## config.mk

```make
export PLATFORM = sky130hd
export DESIGN_NAME = uart_tx_top
export DESIGN_NICKNAME = d
export VERILOG_FILES = /design/src/rtl/uart_pkg.sv /design/src/rtl/uart_tx_fifo.sv /design/src/rtl/uart_tx_top.sv
export SDC_FILE = /design/constraint.sdc
export NUM_CORES = 1
export LEC_CHECK = 0
export ABC_AREA = 0
export BUFFER_PORTS_ARGS = -buffer_cell sky130_fd_sc_hd__buf_2
export CAP_MARGIN = 15
export CORE_MARGIN = 2
export CORE_UTILIZATION = 50
export CTS_BUF_LIST = sky130_fd_sc_hd__clkbuf_8
export CTS_CLUSTER_DIAMETER = 100
export CTS_CLUSTER_SIZE = 16
export DETAILED_ROUTE_END_ITERATION = 16
export GPL_ROUTABILITY_DRIVEN = 0
export GPL_TIMING_DRIVEN = 0
export HOLD_SLACK_MARGIN = 0.15
export PLACE_DENSITY = 0.78
export RECOVER_POWER = 50
export REMOVE_ABC_BUFFERS = 1
export SLEW_MARGIN = 20
export SYNTH_ARGS = -nofsm -noshare
export SYNTH_HDL_FRONTEND = slang
export SYNTH_SLANG_ARGS = --single-unit
```

## constraint.sdc

```tcl
create_clock -name Clk -period 4.3 [get_ports Clk]
set_input_delay 0.215 -clock Clk [delete_from_list [all_inputs] [get_ports Clk]]
set_output_delay 0.215 -clock Clk [all_outputs]
set_load 0.02 [all_outputs]
```

## src/rtl/uart_pkg.sv

```systemverilog
// ---------------------------------------------------------------------------
// uart_pkg
// Shared definitions for the UART transmit and receive paths.
//   uart_state_t : serialiser FSM state encoding (IDLE/START/DATA/STOP)
//   DATA_BITS    : payload bits per frame
//   STOP_BITS    : stop bits per frame
//   bit_cycles() : clocks per line bit for a given clock and baud rate
// ---------------------------------------------------------------------------
package uart_pkg;

  typedef enum logic [1:0] {
    IDLE  = 2'd0,
    START = 2'd1,
    DATA  = 2'd2,
    STOP  = 2'd3
  } uart_state_t;

  localparam int DATA_BITS = 8;
  localparam int STOP_BITS = 1;

  // Clocks per bit, truncated; any fractional clock is dropped.
  function automatic int unsigned bit_cycles(input int unsigned clk_freq,
                                             input int unsigned baud);
    return clk_freq / baud;
  endfunction

endpackage

```

## src/rtl/uart_tx_fifo.sv

```systemverilog
// ---------------------------------------------------------------------------
// uart_tx_fifo
// Single-clock synchronous FIFO holding bytes waiting to be serialised.
// Storage is a plain register array; the read side is fall-through, so the
// head entry is visible on rd_data whenever the FIFO is not empty.
//   clk     : clock, rising edge
//   rst_n   : asynchronous active-low reset (clears pointers only)
//   wr_en   : push wr_data (ignored when full)
//   wr_data : byte to push
//   rd_en   : pop the head entry (ignored when empty)
//   rd_data : current head entry
//   full    : no free entries
//   empty   : no stored entries
//   level   : number of stored entries, 0..DEPTH
// ---------------------------------------------------------------------------
module uart_tx_fifo #(
  parameter int unsigned DEPTH = 16,
  parameter int unsigned WIDTH = 8
) (
  input  logic                       clk,
  input  logic                       rst_n,
  input  logic                       wr_en,
  input  logic [WIDTH-1:0]           wr_data,
  input  logic                       rd_en,
  output logic [WIDTH-1:0]           rd_data,
  output logic                       full,
  output logic                       empty,
  output logic [$clog2(DEPTH):0]     level
);

  localparam int AW = $clog2(DEPTH);

  logic [WIDTH-1:0] mem [DEPTH];

  // Pointers carry one extra wrap bit: equal pointers mean empty, pointers
  // that differ only in the wrap bit mean full.
  logic [AW:0] wr_ptr;
  logic [AW:0] rd_ptr;
  logic        do_wr;
  logic        do_rd;

  assign empty   = (wr_ptr == rd_ptr);
  assign full    = (wr_ptr[AW] != rd_ptr[AW]) &&
                   (wr_ptr[AW-1:0] == rd_ptr[AW-1:0]);
  assign level   = wr_ptr - rd_ptr;
  assign rd_data = mem[rd_ptr[AW-1:0]];

  assign do_wr = wr_en && !full;
  assign do_rd = rd_en && !empty;

  // Payload storage needs no reset: an entry is only ever read after it has
  // been written.
  always_ff @(posedge clk) begin
    if (do_wr) begin
      mem[wr_ptr[AW-1:0]] <= wr_data;
    end
  end

  // Pointers move independently, so a push and a pop on the same edge
  // leave the level unchanged.
  always_ff @(posedge clk or negedge rst_n) begin
    if (!rst_n) begin
      wr_ptr <= '0;
      rd_ptr <= '0;
    end else begin
      if (do_wr) begin
        wr_ptr <= wr_ptr + 1'b1;
      end
      if (do_rd) begin
        rd_ptr <= rd_ptr + 1'b1;
      end
    end
  end

endmodule

```

## src/rtl/uart_tx_top.sv

```systemverilog
// ---------------------------------------------------------------------------
// uart_tx_top
// UART transmitter: 8 data bits, no parity, 1 stop bit, LSB first. Bytes
// are queued in a byte FIFO and sent back-to-back with no idle gap.
//   Clk     : system clock, rising edge
//   Rst     : asynchronous active-low reset
//   i_Data  : byte to transmit
//   i_Valid : i_Data valid this cycle (accepted when o_Ready is high)
//   o_Ready : FIFO can accept a byte
//   o_Tx    : registered serial line, idle high
//   o_Busy  : frame in progress or bytes still queued
//   o_Level : FIFO occupancy
// ---------------------------------------------------------------------------
module uart_tx_top #(
  parameter int unsigned CLK_FREQ   = 50_000_000,
  parameter int unsigned BAUD       = 115200,
  parameter int unsigned FIFO_DEPTH = 16
) (
  input  logic                          Clk,
  input  logic                          Rst,
  input  logic [7:0]                    i_Data,
  input  logic                          i_Valid,
  output logic                          o_Ready,
  output logic                          o_Tx,
  output logic                          o_Busy,
  output logic [$clog2(FIFO_DEPTH):0]   o_Level
);

  import uart_pkg::*;

  localparam int unsigned BIT_CYCLES = bit_cycles(CLK_FREQ, BAUD);
  localparam int          BAUD_W     = (BIT_CYCLES > 1) ? $clog2(BIT_CYCLES) : 1;
  localparam logic [BAUD_W-1:0] BAUD_LAST = BAUD_W'(BIT_CYCLES - 1);
  localparam logic [2:0]        LAST_BIT  = 3'(DATA_BITS - 1);

  uart_state_t       state;
  logic [BAUD_W-1:0] baud_cnt;
  logic [2:0]        bit_cnt;
  logic [7:0]        shift;
  logic              tx_q;

  logic              fifo_full;
  logic              fifo_empty;
  logic [7:0]        fifo_data;
  logic              push;
  logic              pop;
  logic              bit_end;

  assign bit_end = (baud_cnt == BAUD_LAST);

  // A full FIFO refuses writes even when the FSM pops on the same edge.
  assign o_Ready = !fifo_full;
  assign push    = i_Valid && o_Ready;

  // The FSM takes the head either from IDLE or at the end of a stop bit;
  // the latter lets the next start bit follow with no idle gap.
  assign pop = !fifo_empty &&
               ((state == IDLE) || ((state == STOP) && bit_end));

  uart_tx_fifo #(
    .DEPTH (FIFO_DEPTH),
    .WIDTH (8)
  ) u_fifo (
    .clk     (Clk),
    .rst_n   (Rst),
    .wr_en   (push),
    .wr_data (i_Data),
    .rd_en   (pop),
    .rd_data (fifo_data),
    .full    (fifo_full),
    .empty   (fifo_empty),
    .level   (o_Level)
  );

  assign o_Busy = (state != IDLE) || (o_Level != '0);
  assign o_Tx   = tx_q;

  // Serialiser FSM with baud counter, bit counter and shift register.
  // The line register follows the current state, so it lags the state by
  // one clock: a byte popped at one edge drives the start bit from the next.
  // Every state lasts the same number of clocks, so bit widths are exact.
  always_ff @(posedge Clk or negedge Rst) begin
    if (!Rst) begin
      state    <= IDLE;
      baud_cnt <= '0;
      bit_cnt  <= '0;
      shift    <= '0;
      tx_q     <= 1'b1;
    end else begin
      case (state)
        START:   tx_q <= 1'b0;
        DATA:    tx_q <= shift[0];
        default: tx_q <= 1'b1;
      endcase

      case (state)
        IDLE: begin
          if (pop) begin
            shift    <= fifo_data;
            baud_cnt <= '0;
            bit_cnt  <= '0;
            state    <= START;
          end
        end

        START: begin
          if (bit_end) begin
            baud_cnt <= '0;
            state    <= DATA;
          end else begin
            baud_cnt <= baud_cnt + 1'b1;
          end
        end

        DATA: begin
          if (bit_end) begin
            baud_cnt <= '0;
            shift    <= shift >> 1;
            if (bit_cnt == LAST_BIT) begin
              bit_cnt <= '0;
              state   <= STOP;
            end else begin
              bit_cnt <= bit_cnt + 3'd1;
            end
          end else begin
            baud_cnt <= baud_cnt + 1'b1;
          end
        end

        STOP: begin
          if (bit_end) begin
            baud_cnt <= '0;
            if (pop) begin
              shift   <= fifo_data;
              bit_cnt <= '0;
              state   <= START;
            end else begin
              state   <= IDLE;
            end
          end else begin
            baud_cnt <= baud_cnt + 1'b1;
          end
        end

        default: begin
          baud_cnt <= '0;
          bit_cnt  <= '0;
          state    <= IDLE;
        end
      endcase
    end
  end

endmodule
```

==> qor.txt <==
Status: complete, but fails checks
Failing checks: capacitance limit, slew limit
Cell Area, Synth: 0.00705 mm^2
# Max-Cap Violations: 1
CP Data Required Time: 4.09 ns
Async set-or-reset flop fraction in the synthesized netlist: 0.205
# resized after CTS: 0
Hold path start: i_Valid
FF-to-FF Start: u_fifo.rd_ptr[2]
Initial antenna violation count: 0
Core Rows: 43
# fillers: 1043
Buf/Inv on CP: 3
CP top delay family: flip-flops
Port bufs: 18
Post-synthesis sequential area ratio: 0.662
Vias per cell: 6.10
Cells after Synth: 434
Final setup vio count: 0
Clock input transition at the sequential cells of the worst setup and hold paths: 0.09 ns
Setup TNS: 0 ns
Via count: 3951
Drt total wl: 14100 um
Die span in y: 123 um
Routed Antenna Nets: 0
Mapped Avg Cell Area: 16.3 um^2
Die W: 123 um
I/O pin cnt: 19
Worst Setup Start Kind: register
HPWL reported at the end of detailed placement: 9510 um
Area delta synth->final: 8.82%
Vias in the first global route: 4023
Worst Slack Setup Final: 0.863 ns
Hold-critical path depth: 3
Setup Crit Path Kind: reg2out
Worst Setup SP: u_fifo.rd_ptr[0]
H-tree levels: 4
Max Fclk: 291 MHz
Initial Util: 0.510
# Post-CTS Setup Buffers: 0
Final Max Slew Viols: 34
FF+latch area: 0.00467 mm^2
Crit path largest cell delay: 0.99 ns
Worst EP arrival: 3.22 ns
Critical-path top delay cell: dfrtp_1
DRT Pass-1 Iters: 5
Worst Skew: 0.0118 ns
Number of flops mapped to enable cells by yosys: 128
Endpoints failing hold: 0
Post-synth cell types: 62
Register bit total from synthesis: 161
Top_reg_cell synth: edfxtp_1
CTS root buf: clkbuf_8
DRC Markers: 0
Top cell type's share of synthesized area: 0.545
Area of the multi-input gates: 0.00218 mm^2
CTS buffer count: 17
Crit. path cell count: 9
First-pass GRT wire length: 22000 um
Global-route usage over all layers: 0.203
Setup WS pre-CTS: 0.974 ns
Die footprint: 0.0151 mm^2
Fin Hold WS: 0.257 ns
Diodes inserted: 0
CP Max Fanout: 17
Worst reg2reg path depth: 5
CTS tree: yes
Top cells by area, synth: edfxtp_1 (54%), dfrtp_1 (11%), mux4_2 (8.0%)
Power per cell area: 681 mW/mm^2
Largest net degree at the start of global routing: 34
Share of layout cells above drive strength 1: 0.201
Hold Path Class: in2reg
Final net count: 485
Clock latency on the worst-skew pair: 0.45 ns
Leakage: 2.76 nW
Final worst-path cycle share: 0.799
Endpoint class of the critical path: primary output
Synth warn: 0
Max Root-Sink Buffers: 2
Fin crit period: 3.44 ns
RSZ-0062 raised after global routing: no
Core area: 0.0138 mm^2
Cell taking the most area after synthesis: edfxtp_1
Grt total ovfl: 0
Peak VDD IR: 331 uV
TritonCTS sink count: 161
Total design power: 0.00523 W
Iteration-0 DRC Markers: 354
CP Cell Sequence: buf_12 -> ha_1 -> inv_1 -> fa_1 -> a21o_1 -> a21oi_1 -> xnor2_1 -> o2111ai_1 -> buf_2
Relative slew margins: -0.254
Worst slew pin tran: 1.88 ns
WL per Instance: 21.8 um
[flip-flops by register name (all words and copies together) (netlist names)]
| name | flops |
|---|---|
| baud_cnt | 9 |
| bit_cnt | 3 |
| o_Tx | 1 |
| shift | 8 |
| state | 2 |
| u_fifo.mem | 128 |
| u_fifo.rd_ptr | 5 |
| u_fifo.wr_ptr | 5 |
[cell usage after synthesis (all sizes together), types with 8 or more instances]
cell      n
edfxtp  128
dfrtp    32
mux4     25
mux2     23
nand2    22
inv      21
ha       18
buf      14
nor2     14
o21ai    14
and3     11
a21o      8
xnor2     8
[area by class of cell]
class	instances	share of cell area
Clock inverter	15	0.0205
Tap cell	180	0.0293
Inverter	21	0.0103
Sequential cell	161	0.609
Timing Repair Buffer	22	0.0166
Clock buffer	17	0.0305
Multi-Input combinational cell	232	0.284
[layout by cell type, fill, tap and decap left out, types with 3 or more instances in the layout]
cell type / synthesis / layout
edfxtp_1: 128 / 128
dlygate4sd3_1: 0 / 3
dfrtp_1: 32 / 31
ha_1: 18 / 18
inv_1: 21 / 21
clkinv_1: 0 / 3
clkbuf_8: 0 / 17
a221oi_1: 7 / 7
and3_1: 10 / 10
a21o_1: 7 / 7
clkbuf_1: 5 / 10
mux4_2: 25 / 25
buf_2: 6 / 8
o21ai_0: 13 / 13
xnor2_1: 8 / 8
a32oi_1: 7 / 7
xor2_1: 4 / 4
nand3_1: 5 / 5
nor3b_1: 4 / 4
inv_6: 0 / 3
and4_1: 4 / 5
nor3_1: 7 / 7
and2_1: 5 / 5
nand2_1: 22 / 22
mux2_2: 16 / 16
nor2_1: 14 / 14
a22oi_1: 7 / 7
a21oi_1: 3 / 3
mux2_4: 7 / 7
nor4_1: 4 / 4
[worst paths after layout]
| check | slack, ns | to |
|---|---|---|
| worst max-delay path | 0.86 | o_Busy |
| worst min-delay path | 0.26 | u_fifo.wr_ptr[0] |
| worst max register to register | 0.96 | u_fifo.mem[15][7] |
| worst min register to register | 0.51 | o_Tx |
| max in group asynchronous | 2.27 | u_fifo.rd_ptr[1] |
| min in group asynchronous | 0.82 | shift[5] |
[worst register-to-register path, stage by stage, from the launching register on]
cell,delay (ns)
dfrtp_1,1.05
inv_1,0.22
ha_1,0.42
and4_1,0.32
a21boi_2,0.39
and4_1,0.59
[routing by layer]
layer,global-route usage,up-vias,share of wire
met5,0,-,0
met4,0.0747,0,0.020
met3,0.0465,24,0.059
met2,0.337,147,0.52
met1,0.261,2029,0.40
li1,-,1751,-
[cells by family after synthesis]
family          Yosys count  share of synthesized area
mux                      49                      0.122
buf+inv                  41                     0.0284
compound gates           63                     0.0665
fa+ha+maj                19                     0.0348
flops                   161                      0.662
xor+xnor                 13                     0.0172
simple gates             88                     0.0693
[what timing repair did]
| item | in CTS | in global routing |
|---|---|---|
| hold buffers | 3 | 0 |
| setup endpoints to repair | 0 | 0 |
| endpoints found under the hold margin | 39 | 0 |
[where the power goes]
part / internal (W) / leakage, nW / total, W / switching, W
sequential: 0.00193 / 1.57 / 0.00224 / 0.000303
clock: 0.000523 / 0.193 / 0.00109 / 0.000566
combinational: 0.000862 / 1.00 / 0.00190 / 0.00104
[stage by stage]
step	cells	util	area [um^2]
detailed placement	613	0.526	7270
CTS	648	0.556	7690
global placement	612	0.524	7250
global route	648	0.555	7680
finish	648	0.555	7680
floorplan	414	-	6930
Note: power is estimated with default switching activity, not from simulation.
